### config.mk
export PLATFORM = sky130hd
export DESIGN_NAME = fios_result_collector
export DESIGN_NICKNAME = d
export VERILOG_FILES = /design/src/rtl/fios_pkg.sv /design/src/rtl/fios_result_fifo.sv /design/src/rtl/fios_result_collector.sv
export SDC_FILE = /design/constraint.sdc
export NUM_CORES = 1
export LEC_CHECK = 0
export CAP_MARGIN = 10
export CORE_ASPECT_RATIO = 1.25
export CORE_UTILIZATION = 40
export DETAILED_ROUTE_END_ITERATION = 6
export GPL_ROUTABILITY_DRIVEN = 0
export HOLD_SLACK_MARGIN = 0.05
export PLACE_DENSITY_LB_ADDON = 0.25
export SLEW_MARGIN = 20
export SYNTH_ARGS = -nofsm -noshare
export SYNTH_HDL_FRONTEND = slang
export SYNTH_SLANG_ARGS = --single-unit
### constraint.sdc
create_clock -name clock_i -period 6.8 [get_ports clock_i]
set_input_delay 1.36 -clock clock_i [delete_from_list [all_inputs] [get_ports clock_i]]
set_output_delay 1.36 -clock clock_i [all_outputs]
set_load 0.005 [all_outputs]
### src/rtl/fios_pkg.sv
// fios_pkg: shared widths, FSM states and FIFO entry layout for the FIOS result collector.
package fios_pkg;
  localparam int WORD_WIDTH = 17;
  localparam int P_WIDTH = 34;
  localparam int CARRY_WIDTH = 18;
  typedef enum logic [1:0] {IDLE, ACCUM, FLUSH} state_t;
  typedef struct packed {
    logic last;
    logic ovf;
    logic [WORD_WIDTH-1:0] word;
  } entry_t;
endpackage

### src/rtl/fios_result_fifo.sv
// fios_result_fifo: show-ahead FIFO; push succeeds when full only if a pop happens the same cycle.
module fios_result_fifo
  import fios_pkg::*;
#(
  parameter int DEPTH = 8
) (
  input  logic   clk,
  input  logic   rst,
  input  logic   push,
  input  entry_t din,
  input  logic   pop,
  output entry_t dout,
  output logic   full,
  output logic   empty,
  output logic   drop
);
  localparam int AW = $clog2(DEPTH);
  entry_t mem [DEPTH];
  logic [AW-1:0] rd_ptr, wr_ptr;
  logic [AW:0] count;
  logic do_push, do_pop;
  always_comb begin
    full = count == (AW+1)'(DEPTH);
    empty = count == '0;
    do_pop = pop && !empty;
    do_push = push && (!full || do_pop);
    drop = push && full && !do_pop;
    dout = empty ? '0 : mem[rd_ptr];
  end
  always_ff @(posedge clk)
    if (do_push) mem[wr_ptr] <= din;
  always_ff @(posedge clk or posedge rst)
    if (rst) begin
      rd_ptr <= '0;
      wr_ptr <= '0;
      count <= '0;
    end else begin
      if (do_push) wr_ptr <= wr_ptr + 1'b1;
      if (do_pop) rd_ptr <= rd_ptr + 1'b1;
      count <= count + (AW+1)'(do_push) - (AW+1)'(do_pop);
    end
endmodule

### src/rtl/fios_result_collector.sv
// fios_result_collector: carry-normalizes DSP P words into 17-bit limbs and buffers them for a ready/valid consumer.
module fios_result_collector
  import fios_pkg::*;
#(
  parameter int WORD_COUNT = 8,
  parameter int FIFO_DEPTH = 8
) (
  input  logic                  clock_i,
  input  logic                  reset_i,
  input  logic                  p_valid_i,
  input  logic [P_WIDTH-1:0]    p_i,
  output logic [WORD_WIDTH-1:0] res_word_o,
  output logic                  res_last_o,
  output logic                  res_ovf_o,
  output logic                  res_valid_o,
  input  logic                  res_ready_i,
  output logic                  error_o
);
  localparam int CW = $clog2(WORD_COUNT + 1);
  state_t state;
  logic [CW-1:0] cnt;
  logic [CARRY_WIDTH-1:0] carry;
  logic [P_WIDTH:0] sum;
  logic push, full, empty, drop;
  entry_t din, head;
  always_comb begin
    sum = {1'b0, p_i} + (P_WIDTH+1)'(carry);
    push = state == FLUSH || p_valid_i;
    din = state == FLUSH ? {1'b1, carry[CARRY_WIDTH-1], carry[WORD_WIDTH-1:0]}
                         : {2'b00, sum[WORD_WIDTH-1:0]};
    res_word_o = head.word;
    res_last_o = head.last;
    res_ovf_o = head.ovf;
    res_valid_o = !empty;
  end
  fios_result_fifo #(.DEPTH(FIFO_DEPTH)) u_fifo (
    .clk(clock_i), .rst(reset_i), .push(push), .din(din), .pop(res_ready_i),
    .dout(head), .full(full), .empty(empty), .drop(drop)
  );
  // Carry and counter advance even when the FIFO drops, so operand framing survives overflow.
  always_ff @(posedge clock_i or posedge reset_i)
    if (reset_i) begin
      state <= IDLE;
      cnt <= '0;
      carry <= '0;
      error_o <= 1'b0;
    end else begin
      error_o <= error_o | drop | (state == FLUSH && p_valid_i);
      if (state == FLUSH) begin
        state <= IDLE;
        cnt <= '0;
        carry <= '0;
      end else if (p_valid_i) begin
        carry <= sum[P_WIDTH:WORD_WIDTH];
        cnt <= cnt + 1'b1;
        state <= cnt == CW'(WORD_COUNT - 1) ? FLUSH : ACCUM;
      end
    end
endmodule

## Yosys cells after proc, flatten, opt, wreduce, memory -nomap -nowiden

Memories as Yosys holds them, arrays and structs flattened.
Cells that the tools add are included.
Widths: inputs -> output; s select.

| word-level totals | value |
|---|---|
| input port bits | 38 |
| memories | 1 |
| bits in writable memories | 152 |
| flip-flop bits (word level) | 35 |
| logic and storage cells | 42 |

| cells by class | value |
|---|---|
| equality and inequality tests | 3 |
| multiplexer cells | 11 |
| add/subtract/negate cells | 6 |
| bitwise operators | 2 |
| reductions and logical operators | 12 |

Memories:

| memory | depth | bits a word | rd ports | clocked after memory_dff | wr ports | RTL line | text |
|---|---|---|---|---|---|---|---|
| u_fifo.mem | 8 | 19 | 1 | 0 | 1 | fios_result_fifo.sv:18 | `entry_t mem [DEPTH];` |

Operators with widths:

| operator | count |
|---|---|
| $mux 19 | 2 |
| $mux 18 | 2 |
| $add 34x18->35 | 1 |
| $mux 4 | 2 |
| $add 3x1->3 const B | 2 |
| $mux 2 | 3 |
| $logic_and 1x1->1 | 5 |
| $add 4x1->4 | 1 |
| $add 4x1->4 const B | 1 |
| $eq 4x3->1 const B | 1 |
| $eq 4x4->1 const B | 1 |
| $logic_not 4->1 | 1 |
| $sub 4x1->4 | 1 |
| $logic_not 1->1 | 3 |
| $eq 2x2->1 const B | 1 |
| $logic_or 1x1->1 | 2 |
| $mux 1 | 2 |
| $or 1x1->1 | 2 |
| $reduce_bool 2->1 | 1 |

## Logic depth before layout (Yosys ltp)

| depth | value |
|---|---|
| depth in word-level cells | 7 |
| gate-level depth with buffers | 13 |

## Cells and area by module

A second synthesis with hierarchy kept.

| unflattened totals | value |
|---|---|
| cells, all modules | 620 |
| area, all modules | 8983.6 um^2 |

Modules (own cells, without submodules):

| module | instances | seq. area each (um^2) | cells an instance | area an instance (um^2) |
|---|---|---|---|---|
| fios_result_fifo | 1 | 4814.6 | 282 | 6321.1 |
| fios_result_collector | 1 | 625.6 | 338 | 2662.6 |

## Least setup slack after synthesis

OpenSTA, ideal clock, no wires.

| path | value |
|---|---|
| path kind | input to register |
| start point | input port p_valid_i |
| end point | memory u_fifo.mem[0][0] (netlist bit) (enable) |
| library setup time | 444 ps |
| setup slack | 2600 ps |
| path buffers | 1 |
| arrival | 3757 ps |
| data required time | 6356 ps |
| cell stages on the path | 4 |
| cells stage by stage | nor2_1 > or2_2 > clkbuf_1 > nor4_1 |

| between the ends | value |
|---|---|
| word-level cells in the longest chain between the ends | 4 |

RTL lines:

| what | RTL line | text |
|---|---|---|
| start: declaration | fios_result_collector.sv:10 | `input logic p_valid_i,` |
| $logic_or 1x1->1 | fios_result_collector.sv:28 | `push = state == FLUSH \|\| p_valid_i;` |
| $logic_and 1x1->1 | fios_result_fifo.sv:26 | `do_push = push && (!full \|\| do_pop);` |
| $mux 1 | fios_result_fifo.sv:31 | `if (do_push) mem[wr_ptr] <= din;` |
| $mux 1 (implied by the code) | fios_result_fifo.sv:31 |  |
| end: declaration | fios_result_fifo.sv:18 |  |

No other way between the ends.

## Worst setup path after layout

| path | value |
|---|---|
| start point | register u_fifo.rd_ptr[0] |
| end point | output port res_last_o |

| between the ends | value |
|---|---|
| word-level cells in the longest chain between the ends | 2 |

RTL lines:

| what | RTL line | text |
|---|---|---|
| start: declaration | fios_result_fifo.sv:19 | `logic [AW-1:0] rd_ptr, wr_ptr;` |
| start signal: assignment | fios_result_fifo.sv:39 | `if (do_pop) rd_ptr <= rd_ptr + 1'b1;` |
| $mem_v2 8x19 | - |  |
| $mux 19 | fios_result_fifo.sv:28 | `dout = empty ? '0 : mem[rd_ptr];` |
| end: declaration | fios_result_collector.sv:13 | `output logic res_last_o,` |

No other way between the ends.

==> flow_summary.ini <==
[status]
status = completed

[layout]
drive_gt1_share_pct = 14.3
area_growth_pct = 17.9
nNetsFinal = 752
n_fill_cell = 1885
final_cell_area_sq_um = 10300
layout.cells.non_filler = 976
antennaDiodeCount = 0

[sta]
maxSlewViolCount = 0
rsz0062_at_grt = no
fin_skew_ns = 0.00814
slew_headroom_pct = 30.7
fmax_ghz = 0.225
hold_violations = 0
timing.hold.ws_ns = 0.505
worst_pin_slew_ns = 1.03
setup_viol = 0
fin_crit_ns = 4.45
fin_crit_sh_pct = 65.5
tns_ns = 0

[critical_path]
crit_buf_inv = 2
critPathMaxFanout = 25
cp-start-kind = register
worstSetupPathType = reg -> out
crit_chain = buf_4 > mux4_2 > mux2i_1 > nor2_1 > clkdlybuf4s50_1
cp_data_arrival_time_ns = 3.09
crit_path_top_delay_cell = dfrtp_2
cp-end-kind = primary output
crit_family = buffers and inverters
critPathRequiredTime_ns = 5.44
slowest_delay_ns = 0.90

[logic_synthesis]
seq_area_frac_synth_pct = 62.1
synth_edf_count = 152
yosys.area.top_type = edfxtp_1
synthFlopType = edfxtp_1
ys_warn_count = 0
syn-instance-count = 616
synth-seq-cells = 187
synth.top_cells.by_area = edfxtp_1 52%, dfrtp_1 10%, mux4_2 9.8%, ha_1 3.9%, mux2i_1 2.6%
avgSynthCellArea_sq_um = 14.2
synthDistinctLibCells = 55
async_flop_share_pct = 18.7
synth_top_cell_area_share_pct = 52.1
syn_nets = 683
syn_area_sq_um = 8750

[global_route]
grt_util_met1_pct = 21.2
grt.total_usage_pct = 18.1
grt_util_met2_pct = 32.6
grt_pass1_vias = 5684
grt_use_met3_pct = 3.42
gr-total-overflow = 0
gr-max-usage-layer = met2
grt_pass1_wl_mm = 30.2
antenna_found_initial = 0
grt_max_degree = 41

[power]
power_uw = 4150
power_leakage_uw = 0.00369
pwr_density_cell_nw_per_um2 = 402
ir_drop_uv = 164

[clock_network]
cts_tree = done
clkTransAtPathRegs_ns = 0.07
cts.htree.levels = 4
holdBufCountCts = 0
clock_path_buffers = 2
clockRootBuffer = clkbuf_16
post_cts_buffers = 0
cts_sinks = 187
insertion_delay_ns = 0.42
cts_buffers = 17
post_cts_resize_count = 0

[drt]
antenna_left = 0
first_pass_iters = 5
drc = 0
vias = 5303
wirelength_mm = 19.0
routedWlPerCell_microns = 19.5
via_per_inst = 5.43
first_iter_violations = 371

[floorplanning]
start_util_pct = 40.8
die_h_microns = 167
dieArea_sq_um = 22500
die_w_microns = 134
ioPinCount = 59
fp-row-count = 60
core_area_sq_um = 21500

[worst_hold_path]
hold_class = reg -> reg

[placement]
dp_hpwl_mm = 13.3
dp_cells = 945
dpl_cell_area_sq_um = 9750
numPortBuffers = 58

[flow_run]
max-cap-violations = 0
-- layout make-up --
type / instances / area (sq um) / area share, %
Clock buffer: 19 / 433 / 4.19
Clock inverter: 12 / 144 / 1.39
Timing Repair Buffer: 75 / 708 / 6.86
Multi-Input combinational cell: 379 / 3150 / 30.5
Inverter: 25 / 93.8 / 0.909
Tap cell: 279 / 349 / 3.38
Sequential cell: 187 / 5440 / 52.7
-- power breakdown --
| part | total (uW) | switching, uW | leakage (uW) | internal [uW] |
|---|---|---|---|---|
| combinational | 1460 | 736 | 0.00165 | 725 |
| clock | 963 | 418 | 0.000269 | 545 |
| sequential | 1720 | 139 | 0.00178 | 1590 |
-- sequential cells by signal, summed over array words and instances (netlist names) --
register,count
u_fifo.mem,152
carry,18
cnt,4
u_fifo.count,4
u_fifo.rd_ptr,3
u_fifo.wr_ptr,3
state,2
error_o,1
-- path summary, 6_finish.rpt --
kind | startpoint | to | slack, ns | cells after the start
min in group asynchronous | reset_i | cnt[0] | 1.35 | 3
setup / recovery | u_fifo.rd_ptr[0] | res_last_o | 2.35 | 5
hold reg to reg | error_o | error_o | 0.51 | 1
max in group asynchronous | reset_i | u_fifo.rd_ptr[0] | 5.09 | 3
setup reg to reg | state[0] | u_fifo.mem[7][13] | 3.25 | 10
hold / removal | error_o | error_o | 0.51 | 1
-- placed cells by master, fill, tap and decap left out, drive strengths merged, types with 3 or more instances in the layout --
master,netlist,final
clkinvlp,0,4
and2,4,4
clkinv,1,5
xor2,15,15
buf,7,17
clkdlybuf4s50,0,58
and3,7,7
dfrtp,35,35
nor4,3,3
nand2,46,46
ha,27,27
clkbuf,18,19
xnor2,15,15
o21ai,28,28
nor2,51,51
nand3,8,8
a21o,9,9
edfxtp,152,152
o211ai,4,4
o21bai,3,3
nand4,9,9
nand2b,6,6
mux4,38,38
mux2i,23,23
a21oi,34,34
inv,24,26
nor3,11,11
and4,3,3
-- through the flow --
step                util, %  worst slack (ns)
finish                 48.1              2.35
global route           48.1              2.09
CTS                    48.1              2.20
floorplan                 -              2.60
detailed placement     45.4              2.23
global placement       45.4              2.37
-- cell families after synthesis --
| logic type | count (synthesis) | share of synthesized area, % |
|---|---|---|
| simple gates | 159 | 8.49 |
| compound gates | 98 | 7.19 |
| flops | 187 | 62.1 |
| fa+ha+maj | 29 | 4.32 |
| buf+inv | 50 | 2.19 |
| xor+xnor | 30 | 3.00 |
| mux | 63 | 12.7 |
-- routing by layer --
metal  share of wire (%)  up-vias
met4                 2.5        0
met5                   0        -
met3                 3.6       26
met2                  53      137
met1                  41     2661
li1                    -     2479
-- cell usage after synthesis, types with 4 or more instances --
cell and number:
nand3_1 8, nand4_1 9, and3_1 7, dfrtp_1 35
nor2_1 51, edfxtp_1 152, ha_1 27, buf_1 4
xnor2_1 15, a21o_1 9, nor3_1 11, mux2i_1 23
o21ai_0 26, and2_1 4, mux4_2 38, xor2_1 15
nand2_1 46, a21oi_1 33, nand2b_1 6, inv_1 24
clkbuf_1 18
(Power assumes the default switching activity.)
